===== config.mk =====
export PLATFORM = sky130hd
export DESIGN_NAME = mux21_rr_arbiter
export DESIGN_NICKNAME = d
export VERILOG_FILES = /design/src/rtl/mux21_rr_arbiter_pkg.sv /design/src/rtl/mux21_rr_arbiter_rr_arb2.sv /design/src/rtl/mux21_rr_arbiter.sv
export SDC_FILE = /design/constraint.sdc
export NUM_CORES = 1
export LEC_CHECK = 0
export ABC_AREA = 1
export CORE_ASPECT_RATIO = 1.25
export CORE_MARGIN = 1
export CORE_UTILIZATION = 30
export DETAILED_ROUTE_END_ITERATION = 12
export PLACE_DENSITY = 0.65
export SLEW_MARGIN = 20
export SYNTH_ARGS = -nofsm -noshare
export SYNTH_HDL_FRONTEND = slang
export SYNTH_SLANG_ARGS = --single-unit

===== constraint.sdc =====
create_clock -name clk -period 2.8 [get_ports clk]
set_input_delay 0.42 -clock clk [delete_from_list [all_inputs] [get_ports clk]]
set_output_delay 0.42 -clock clk [all_outputs]
set_load 0.03 [all_outputs]

===== src/rtl/mux21_rr_arbiter_pkg.sv =====
// -----------------------------------------------------------------------------
// mux21_rr_arbiter_pkg
// Shared definitions for the 2:1 class merge arbiter. The lane ids are the same
// encoding the upstream 1:2 class demux uses for its classification bit, so a
// class_out value can be compared directly against the demux classif field.
// -----------------------------------------------------------------------------
package mux21_rr_arbiter_pkg;

  // Data word width of both lanes and of the merged stream.
  localparam int BW    = 10;
  // Width of the per-lane forwarded-word counters (wrap, no saturation).
  localparam int CNT_W = 8;

  // Lane / class identifiers.
  typedef enum logic {
    LANE0 = 1'b0,
    LANE1 = 1'b1
  } lane_e;

  // The lane that is not the given one; used to advance the round-robin pointer.
  function automatic lane_e other_lane(input lane_e lane);
    lane_e res;
    if (lane == LANE0) begin
      res = LANE1;
    end else begin
      res = LANE0;
    end
    return res;
  endfunction

endpackage


===== src/rtl/mux21_rr_arbiter_rr_arb2.sv =====
// -----------------------------------------------------------------------------
// mux21_rr_arbiter_rr_arb2
// Two-input round-robin arbiter. Produces a combinational one-hot grant from the
// two eligibility requests and keeps the pointer that decides ties.
//
// Ports:
//   clk     in   clock, posedge
//   reset   in   synchronous, active-low; pointer returns to "lane 0 first"
//   elig_0  in   lane 0 may be granted this cycle
//   elig_1  in   lane 1 may be granted this cycle
//   grant   out  one-hot grant, bit i = lane i (combinational, registered by the
//                parent as the pop strobes)
// -----------------------------------------------------------------------------
module mux21_rr_arbiter_rr_arb2
  import mux21_rr_arbiter_pkg::*;
(
  input  logic       clk,
  input  logic       reset,
  input  logic       elig_0,
  input  logic       elig_1,
  output logic [1:0] grant
);

  lane_e ptr;
  lane_e ptr_next;

  // Grant selection and pointer update. The pointer always moves past the lane
  // that was just served, so after a stall the other lane is favoured and the
  // alternation resumes where it left off.
  always_comb begin
    grant    = 2'b00;
    ptr_next = ptr;
    case ({elig_1, elig_0})
      2'b01: begin
        grant = 2'b01;
      end
      2'b10: begin
        grant = 2'b10;
      end
      2'b11: begin
        if (ptr == LANE0) begin
          grant = 2'b01;
        end else begin
          grant = 2'b10;
        end
      end
      default: begin
        grant = 2'b00;
      end
    endcase

    if (grant[0]) begin
      ptr_next = other_lane(LANE0);
    end else if (grant[1]) begin
      ptr_next = other_lane(LANE1);
    end else begin
      ptr_next = ptr;
    end
  end

  // Round-robin pointer register.
  always_ff @(posedge clk) begin
    if (!reset) begin
      ptr <= LANE0;
    end else begin
      ptr <= ptr_next;
    end
  end

endmodule


===== src/rtl/mux21_rr_arbiter.sv =====
// -----------------------------------------------------------------------------
// mux21_rr_arbiter
// Merges the class-0 and class-1 lane FIFOs back into one word stream, tagging
// each word with the lane it came from. Pops are round-robin arbitrated and are
// held off while the downstream FIFO reports almost-full.
//
// Pipeline (edge numbering relative to the grant edge E):
//   E    : arbitration, pop_g registered high
//   E+1  : FIFO sees the pop; in-flight valid/sel registered
//   E+2  : FIFO read data captured into data_out, push_out high, counter bumps
//
// Ports:
//   clk          in   clock, posedge
//   reset        in   synchronous, active-low
//   empty_0/1    in   lane FIFO empty flags (lag the pop by one cycle)
//   data_0/1     in   lane FIFO read data, valid the cycle after the pop
//   almost_full  in   downstream almost-full; blocks new grants only
//   pop_0/1      out  lane read strobes (registered, never both high)
//   data_out     out  merged word
//   push_out     out  data_out valid / downstream write strobe
//   class_out    out  source lane of data_out
//   cnt_0/1      out  words forwarded per lane, wrapping
// -----------------------------------------------------------------------------
module mux21_rr_arbiter
  import mux21_rr_arbiter_pkg::*;
#(
  parameter int BW    = mux21_rr_arbiter_pkg::BW,
  parameter int CNT_W = mux21_rr_arbiter_pkg::CNT_W
) (
  input  logic             clk,
  input  logic             reset,
  input  logic             empty_0,
  input  logic             empty_1,
  input  logic [BW-1:0]    data_0,
  input  logic [BW-1:0]    data_1,
  input  logic             almost_full,
  output logic             pop_0,
  output logic             pop_1,
  output logic [BW-1:0]    data_out,
  output logic             push_out,
  output logic             class_out,
  output logic [CNT_W-1:0] cnt_0,
  output logic [CNT_W-1:0] cnt_1
);

  localparam logic [CNT_W-1:0] CNT_ONE = {{(CNT_W-1){1'b0}}, 1'b1};

  logic          elig_0;
  logic          elig_1;
  logic [1:0]    grant;
  logic          flight_v;
  lane_e         flight_sel;
  logic [BW-1:0] flight_data;

  // A lane popped last cycle is not eligible again: its empty flag has not yet
  // caught up with that pop, so a second pop could underrun the FIFO.
  assign elig_0 = !empty_0 && !pop_0 && !almost_full;
  assign elig_1 = !empty_1 && !pop_1 && !almost_full;

  mux21_rr_arbiter_rr_arb2 u_arb (
    .clk    (clk),
    .reset  (reset),
    .elig_0 (elig_0),
    .elig_1 (elig_1),
    .grant  (grant)
  );

  // Select the read data of the lane whose pop is now being answered.
  always_comb begin
    flight_data = data_0;
    if (flight_sel == LANE1) begin
      flight_data = data_1;
    end else begin
      flight_data = data_0;
    end
  end

  // Pop strobes and the one-deep in-flight tracker (which lane answers next).
  always_ff @(posedge clk) begin
    if (!reset) begin
      pop_0      <= 1'b0;
      pop_1      <= 1'b0;
      flight_v   <= 1'b0;
      flight_sel <= LANE0;
    end else begin
      pop_0      <= grant[0];
      pop_1      <= grant[1];
      flight_v   <= pop_0 | pop_1;
      flight_sel <= pop_1 ? LANE1 : LANE0;
    end
  end

  // Output stage: forward the answered word; data/class hold when idle.
  always_ff @(posedge clk) begin
    if (!reset) begin
      data_out  <= {BW{1'b0}};
      class_out <= 1'b0;
      push_out  <= 1'b0;
    end else if (flight_v) begin
      data_out  <= flight_data;
      class_out <= flight_sel;
      push_out  <= 1'b1;
    end else begin
      push_out  <= 1'b0;
    end
  end

  // Per-lane forwarded-word counters; wrap naturally at 2^CNT_W.
  always_ff @(posedge clk) begin
    if (!reset) begin
      cnt_0 <= {CNT_W{1'b0}};
      cnt_1 <= {CNT_W{1'b0}};
    end else if (flight_v) begin
      if (flight_sel == LANE1) begin
        cnt_1 <= cnt_1 + CNT_ONE;
      end else begin
        cnt_0 <= cnt_0 + CNT_ONE;
      end
    end else begin
      cnt_0 <= cnt_0;
      cnt_1 <= cnt_1;
    end
  end

endmodule

==> qor.yml, run 1 <==
detailed_routing:
  wire_per_inst_um: 9.75
  vias: 1432
  wirelength_um: 3220
  avgViaCountPerCell: 4.34
  final_antenna_net_count: 0
  drt_iter0_drc: 86
  first_pass_iters: 4
  drc: 0
pwr:
  p_per_area_nw_per_um2: 441
  p_comb_share_pct: 12.1
  switching_share_pct: 24.6
  net-switching-power_w: 0.000232
  p_leak_nw: 0.962
  ir_drop_mv: 0.168
  p_int_w: 0.000712
  p_clk_share_pct: 35.9
  p_seq_share_pct: 52.0
sta:
  max_freq_mhz: 548
  fin_skew_ns: 0.00481
  maxSlewHeadroom_pct: 63.3
  post-route-period-util_pct: 65.1
  worst_slew_pin_slew_ns: 0.549
  final-hold-violation-count: 0
  setup_ws_ns: 0.976
  period_needed_ns: 1.82
  fin_tns_setup_ns: 0
  setup_viol: 0
  drv_slew: 0
  rsz0062_at_grt: "no"
floorplan:
  die_y_um: 80.2
  die_w_um: 64.6
  ios: 55
  core_um2: 4730
  initial_utilization_pct: 31.1
  fp.dieArea_um2: 5180
  rows: 28
logic_synthesis:
  ys_types: 22
  synth_cells: 212
  yosys_register_bits: 33
  synth_top_area_cell: "dfxtp_1"
  yosysMostFrequentCell: "nand2_1"
  synth_ff_type: "dfxtp_1"
  syn_area_per_cell_um2: 6.93
  ys_top_cells_by_area: "dfxtp_1, nand2_1, inv_1"
  syn_nets: 239
  synth-async-reset-ratio_pct: 0
  netlist_area_um2: 1470
  synth_commonest_cells: "nand2_1, dfxtp_1, inv_1, nor2_1, nand3_1"
  synth_top_area_share_pct: 45.0
  synth-seq-area-share_pct: 45.0
  synth_edf_count: 0
  synth_warnings: 0
place:
  postPlaceCellArea_um2: 2060
  place_hpwl_um: 2400
  place_inst: 322
  dp_slack_ns: 0.962
  port_buffers: 54
  gp_congestion: 0.748
critical_path:
  critPathCaptureType: "output port"
  worst-path-buf-inv: 1
  cp_cell_sequence: "clkdlybuf4s50_1"
  cpMaxStageDelayCell: "clkdlybuf4s50_1"
  cp_max_fo: 6
  startpoint_type: "flop"
  cp.required_ns: 2.38
  path_class: "flop to output port"
  critPathTopFamily: "buffers and inverters"
  cpPeakStageDelay_ns: 0.71
  worst_ep_arrival_time_ns: 1.40
clocking:
  cts_sinks: 33
  cts_setup_buffers: 0
  root_buffer: "clkbuf_8"
  worstSkewPairLatency_ns: 0.28
  cts_tree: "done"
  holdBufCountCts: 0
  cts_buffer_depth: 2
  cts_max_level: 2
  cts_made_buffers: 5
  path_clk_slew_ns: 0.07
  cts.repair.resized: 0
final_layout:
  fin_util_pct: 45.2
  largestRegisters: "data_out: 10 flops, cnt_0: 8 flops, cnt_1: 8 flops"
  antennaDiodeCount: 0
  final-instance-count-excl-fill: 330
  largest_register_ffs: 10
  layout.nets: 296
  drive_gt1_share_pct: 6.30
  regMostFlops: "data_out"
  finalInstanceArea_um2: 2140
  area_growth_pct: 45.7
global_route:
  grt_max_degree: 17
  grt_overflow: 0
  track_usage_pct: 13.7
  grt_antenna_before_repair: 0
  first_global_vias: 1288
  grt_pass1_wl_um: 5600
outcome:
  status: "complete, no violations"
hold_path:
  hp-class: "flop to flop"
run:
  max-cap-violations: 0
-- worst paths after layout --
kind | cells past startpoint | endpoint | from | slack, ns
max reg2reg | 5 | cnt_0[5] | flight_v | 1.55
min | 2 | u_arb.ptr | u_arb.ptr | 0.46
max | 1 | cnt_1[2] | cnt_1[2] | 0.98
min reg2reg | 2 | u_arb.ptr | u_arb.ptr | 0.46
-- power by group through the flow --
stage | clock network [W] | logic (W) | registers [W]
finish | 0.000339 | 0.000115 | 0.000491
global route | 0.000373 | 0.000126 | 0.000492
CTS | 0.000350 | 0.000116 | 0.000491
detailed placement | 0 | 0.000116 | 0.000501
global placement | 0 | 0.000115 | 0.000502
floorplan | 0 | 0.0000367 | 0.000519
-- cells in the final DEF, fill, tap and decap left out, drive strengths merged --
master / Yosys / final
nand2: 69 / 69
clkdlybuf4s50: 0 / 54
dfxtp: 33 / 33
inv: 31 / 31
nor2: 28 / 28
nand3: 21 / 21
a21oi: 8 / 8
o21ai: 7 / 7
clkbuf: 2 / 6
xor2: 2 / 2
nand4: 2 / 2
ha: 2 / 2
clkinv: 0 / 2
nor3: 2 / 2
nor3b: 1 / 1
o21a: 1 / 1
buf: 3 / 1
-- cell type report --
type	instances	area (um^2)
inverters	31	116
well taps	60	75.1
clock buffers	6	72.6
fillers	502	2590
clock inverters	2	10.0
repair buffers	55	548
multi-input cells	143	657
flip-flops and latches	33	661
-- per-layer routing --
metal,GRT usage (%),part of all wire [%],vias up
met5,0,0,-
met4,4.89,1.2,0
met3,5.54,6.8,4
met2,21.8,46,42
met1,16.6,46,619
li1,-,-,767
-- logic make-up after synthesis --
family / count (synthesis) / share of synthesized area [%]
buf+inv: 36 / 10.3
fa+ha+maj: 2 / 1.70
compound gates: 16 / 5.62
simple gates: 123 / 36.2
flops: 33 / 45.0
xor+xnor: 2 / 1.19
-- metrics by stage --
step	total power [W]	hold slack (ns)
4_1_cts	0.000958	0.463
5_1_grt	0.000992	0.486
6_report	0.000945	0.464
2_1_floorplan	0.000556	0.438
3_5_place_dp	0.000617	0.451
3_3_place_gp	0.000616	0.447
Note: power is estimated with default switching activity, not from simulation.
==> inputs of run 2 (changes only) <==
==> constraint.sdc (replaced) <==
create_clock -name clk -period 1.8 [get_ports clk]
set_input_delay 0.27 -clock clk [delete_from_list [all_inputs] [get_ports clk]]
set_output_delay 0.27 -clock clk [all_outputs]
set_load 0.03 [all_outputs]
==> qor.yml, run 2 (synthesis gave the netlist of run 1 again) <==
outcome:
  status: "complete, no violations"
sta:
  setup_viol: 0  # unchanged
  max_freq_mhz: 600
  fin_skew_ns: 0.00658  # +0.00177 ns
  fin_hold_ws_ns: 0.467  # +0.00238 ns
  fin_tns_setup_ns: 0  # unchanged
  final-hold-violation-count: 0  # unchanged
  period_needed_ns: 1.67
  drv_slew: 0  # unchanged
  rsz0062_at_grt: "no"
  post-route-period-util_pct: 92.5
  setup_ws_ns: 0.135  # -0.841 ns
  worst_slew_pin_slew_ns: 0.349  # -0.200 ns
  maxSlewHeadroom_pct: 76.6  # +13 points
final_layout:
  final-instance-count-excl-fill: 332  # +0.61%
  largestRegisters: "data_out: 10 flops, cnt_0: 8 flops, cnt_1: 8 flops"
  final_cell_mix: "nand2_1, clkdlybuf4s50_1, dfxtp_1"
  layout_commonest_cell: "nand2_1"
  regMostFlops: "data_out"
  largest_register_ffs: 10  # unchanged
  finalInstanceArea_um2: 2170  # +1.6%
  drive_gt1_share_pct: 7.35  # +1.1 points
  area_growth_pct: 48.0
  fillers: 504  # +0.40%
  layout.nets: 298  # +0.68%
  antennaDiodeCount: 0  # unchanged
floorplan:
  fp.dieArea_um2: 5180  # unchanged
  die_y_um: 80.2  # unchanged
  ios: 55  # unchanged
  initial_utilization_pct: 31.1  # unchanged
  rows: 28  # unchanged
  core_um2: 4730  # unchanged
  die_w_um: 64.6  # unchanged
clocking:
  cts_sinks: 33  # unchanged
  holdBufCountCts: 0  # unchanged
  worstSkewPairLatency_ns: 0.28  # about the same
  cts_made_buffers: 5  # unchanged
  cts_buffer_depth: 2  # unchanged
  path_clk_slew_ns: 0.07  # about the same
  cts_max_level: 2  # unchanged
  root_buffer: "clkbuf_8"
  cts_setup_buffers: 0  # unchanged
  cts_tree: "done"
  cts.repair.resized: 0  # unchanged
critical_path:
  worst_ep_arrival_time_ns: 1.40  # about the same
  cp_cell_sequence: "clkdlybuf4s50_1"
  worst-path-buf-inv: 1  # unchanged
  critPathTopFamily: "buffers and inverters"
  cp_max_fo: 6  # unchanged
  cpMaxStageDelayCell: "clkdlybuf4s50_1"
  cp.required_ns: 1.53  # -0.85 ns
  path_class: "flop to output port"
  cpPeakStageDelay_ns: 0.70  # about the same
  startpoint_type: "flop"
  critPathCaptureType: "output port"
global_route:
  grt_antenna_before_repair: 0  # unchanged
  track_usage_pct: 14.3  # +0.60 points
  grt_max_degree: 15  # -2
  grt_overflow: 0  # unchanged
  first_global_vias: 1289  # +0.078%
  grt_pass1_wl_um: 5640  # +0.88%
detailed_routing:
  wirelength_um: 3280  # +2.1%
  final_antenna_net_count: 0  # unchanged
  wire_per_inst_um: 9.89  # +1.4%
  wl_met2_um: 1540  # +4.8%
  first_pass_iters: 4  # unchanged
  wl_met3_um: 273  # +25%
  drc: 0  # unchanged
  vias: 1434  # +0.14%
  route.top_layer_used: "met4"
  wl_met1_um: 1410  # -5.6%
  drt_iter0_drc: 75  # -13%
  avgViaCountPerCell: 4.32  # -0.46%
pwr:
  p_leak_nw: 0.981  # +2.0%
  p_per_area_nw_per_um2: 715  # +62%
  ir_drop_mv: 0.381  # +130%
hold_path:
  hp-class: "flop to flop"
place:
  place_inst: 324  # +0.62%
  postPlaceCellArea_um2: 2070  # +0.73%
  place_hpwl_um: 2510  # +4.5%
  gp_congestion: 0.711  # -4.9%
  port_buffers: 54  # unchanged
  dp_slack_ns: 0.444  # -0.518 ns
run:
  max-cap-violations: 0  # unchanged
==> run 2: final timing paths <==
kind / from / end / depth (start not counted) / slack, ns
setup / recovery: cnt_1[2] / cnt_1[2] / 1 / 0.13
hold / removal: pop_1 / flight_sel / 2 / 0.47
setup reg to reg: flight_v / cnt_0[5] / 6 / 0.57
hold reg to reg: pop_1 / flight_sel / 2 / 0.47
==> run 2: metal layers <==
metal,vias up,global-route usage (%)
li1,766,-
met1,616,15.7
met2,46,23.4
met3,6,6.68
met4,0,6.67
met5,-,0
==> run 2: final cells by class <==
type	count	area, um^2	area share, %
sequential	33	661	30.4
multi-input combinational	143	657	30.2
timing repair buffer	57	563	25.9
inverter	31	116	5.35
clock buffer	7	96.3	4.43
tap	60	75.1	3.45
clock inverter	1	5.00	0.230
==> run 2: metrics by stage <==
| stage | power, W | util [%] |
|---|---|---|
| 2_1_floorplan | 0.000865 | - |
| 3_3_place_gp | 0.000961 | 43.8 |
| 3_5_place_dp | 0.000962 | 43.8 |
| 4_1_cts | 0.00159 | 46.0 |
| 5_1_grt | 0.00164 | 46.0 |
| 6_report | 0.00155 | 46.0 |
==> run 2: report_power, final <==
| group | switching (W) | internal (W) |
|---|---|---|
| Sequential | 0.0000139 | 0.000749 |
| Combinational | 0.0000866 | 0.0000943 |
| Clock | 0.000265 | 0.000345 |
==> inputs of run 3 (changes only) <==
--- a/config.mk
+++ b/config.mk
@@ -9,8 +9,10 @@
 export CORE_ASPECT_RATIO = 1.25
 export CORE_MARGIN = 1
 export CORE_UTILIZATION = 30
+export CTS_CLUSTER_DIAMETER = 30
 export DETAILED_ROUTE_END_ITERATION = 12
-export PLACE_DENSITY = 0.65
+export DONT_BUFFER_PORTS = 1
+export PLACE_DENSITY = 0.51
 export SLEW_MARGIN = 20
 export SYNTH_ARGS = -nofsm -noshare
 export SYNTH_HDL_FRONTEND = slang
==> qor.yml, run 3 (synthesis gave the netlist of run 1 again) <==
sta:
  final-hold-violation-count: 0  # unchanged
  drv_slew: 0  # unchanged
  fin_skew_ns: 0.00530  # -0.00128 ns
  maxSlewHeadroom_pct: 71.1  # -5.5 points
  setup_ws_ns: 0.563  # +0.428 ns
  max_freq_mhz: 808  # +35%
  worst_slew_pin_slew_ns: 0.433  # +0.0834 ns
  post-route-period-util_pct: 68.7  # -24 points
  period_needed_ns: 1.24  # -0.428 ns
  fin_tns_setup_ns: 0  # unchanged
  rsz0062_at_grt: "no"
  setup_viol: 0  # unchanged
clocking:
  root_buffer: "clkbuf_8"
  cts_setup_buffers: 0  # unchanged
  cts_buffer_depth: 2  # unchanged
  worstSkewPairLatency_ns: 0.28  # about the same
  holdBufCountCts: 0  # unchanged
  cts.repair.resized: 0  # unchanged
  cts_made_buffers: 5  # unchanged
  path_clk_slew_ns: 0.07  # about the same
  cts_tree: "done"
  cts_max_level: 2  # unchanged
  cts_sinks: 33  # unchanged
critical_path:
  reg2reg_from: "cnt_1[1]"
  critPathCaptureType: "flop"
  cpMaxStageDelayCell: "dfxtp_1"
  startpoint_type: "flop"
  cpPeakStageDelay_ns: 0.36  # -0.34 ns
  path_class: "flop to flop"
  worst_ep_arrival_time_ns: 1.46  # +0.06 ns
  startpoint: "cnt_1[1]"
  cp.required_ns: 2.03  # +0.50 ns
  cp_cell_sequence: "buf_4 -> nand2_1 -> nor2_1 -> nand3_1 -> nand2_1 -> inv_1 -> nor2_1"
  cp_max_fo: 5  # -1
outcome:
  status: "complete, no violations"
global_route:
  grt_pass1_wl_um: 5020  # -11%
  grt_max_degree: 29  # +14
  track_usage_pct: 13.1  # -1.3 points
  grt-busiest-layer: "met2"
  met2_usage_pct: 21.4  # -2.0 points
  first_global_vias: 1114  # -14%
  grt_overflow: 0  # unchanged
  grtUsageMet1_pct: 14.6  # -1.1 points
  grt_antenna_before_repair: 0  # unchanged
  use_met3_pct: 4.55  # -2.1 points
final_layout:
  multi_input_area_um2: 657  # unchanged
  ff_latch_area_um2: 661  # unchanged
  final-instance-count-excl-fill: 282  # -15%
  antennaDiodeCount: 0  # unchanged
  regMostFlops: "data_out"
  layout.nets: 248  # -17%
  largest_register_ffs: 10  # unchanged
  layout_commonest_cell: "nand2_1"
  area_growth_pct: 13.2
  largestRegisters: "data_out: 10 flops, cnt_0: 8 flops, cnt_1: 8 flops"
  fillers: 525  # +4.2%
  final_cell_mix: "nand2_1, dfxtp_1, inv_1"
  drive_gt1_share_pct: 10.8  # +3.5 points
  fin_util_pct: 35.2  # -11 points
place:
  dp_slack_ns: 0.564  # +0.120 ns
  place_hpwl_um: 2180  # -13%
  port_buffers: 0  # -100%
  gp_congestion: 0.732  # +2.9%
  place_inst: 274  # -15%
floorplan:
  fp.dieArea_um2: 5180  # unchanged
  die_w_um: 64.6  # unchanged
  rows: 28  # unchanged
  initial_utilization_pct: 31.1  # unchanged
  core_um2: 4730  # unchanged
  die_y_um: 80.2  # unchanged
  ios: 55  # unchanged
detailed_routing:
  drc: 0  # unchanged
  avgViaCountPerCell: 4.53  # +4.8%
  drt_iter0_drc: 49  # -35%
  vias: 1277  # -11%
  first_pass_iters: 4  # unchanged
  wirelength_um: 3030  # -7.6%
  wire_per_inst_um: 10.7  # +8.7%
  final_antenna_net_count: 0  # unchanged
hold_path:
  hold_path.startpoint: "reset"
  hp-class: "primary input to flop"
run:
  max-cap-violations: 0  # unchanged
pwr:
  p_leak_nw: 0.808  # -18%
  p_per_area_nw_per_um2: 884  # +24%
  ir_drop_mv: 0.441  # +16%
  fin_total_pwr_w: 0.00147  # -5.4%
==> run 3: worst paths after layout <==
| path | cells past startpoint | slack, ns | end |
|---|---|---|---|
| worst max-delay path | 7 | 0.56 | cnt_1[7] |
| worst min register to register | 2 | 0.48 | u_arb.ptr |
| worst min-delay path | 2 | 0.08 | data_out[6] |
| worst max register to register | 7 | 0.56 | cnt_1[7] |
==> run 3: where the power goes <==
group          leakage [nW]  internal (W)  switching [W]
registers             0.267      0.000749      0.0000392
clock network        0.0542      0.000346       0.000269
logic                 0.487     0.0000252      0.0000426
total                 0.808       0.00112       0.000351
==> run 3: layer usage <==
metal,up-vias,share of wire [%]
met5,-,0
met4,0,2.4
met2,51,48
met1,553,43
met3,7,6.8
li1,666,-
==> run 3: final cells by class <==
type                    count  share of cell area, %
repair buffers              7                   3.16
multi-input cells         143                   39.5
flip-flops and latches     33                   39.7
clock buffers               7                   5.79
well taps                  60                   4.51
clock inverters             1                  0.301
inverters                  31                   7.00
==> run 3: metrics by stage <==
step | hold slack [ns] | instance area, um^2
5_1_grt | 0.0682 | 1660
3_5_place_dp | 0.379 | 1560
2_1_floorplan | 0.431 | 1470
6_report | 0.0834 | 1660
4_1_cts | 0.0745 | 1660
3_3_place_gp | 0.371 | 1560
==> run 3: worst max-delay path, delay by kind of cell (launching register included) <==
family,cells,cell delay [ns]
buffers and inverters,2,0.22
DFF,1,0.36
and+or+nand+nor,5,0.59
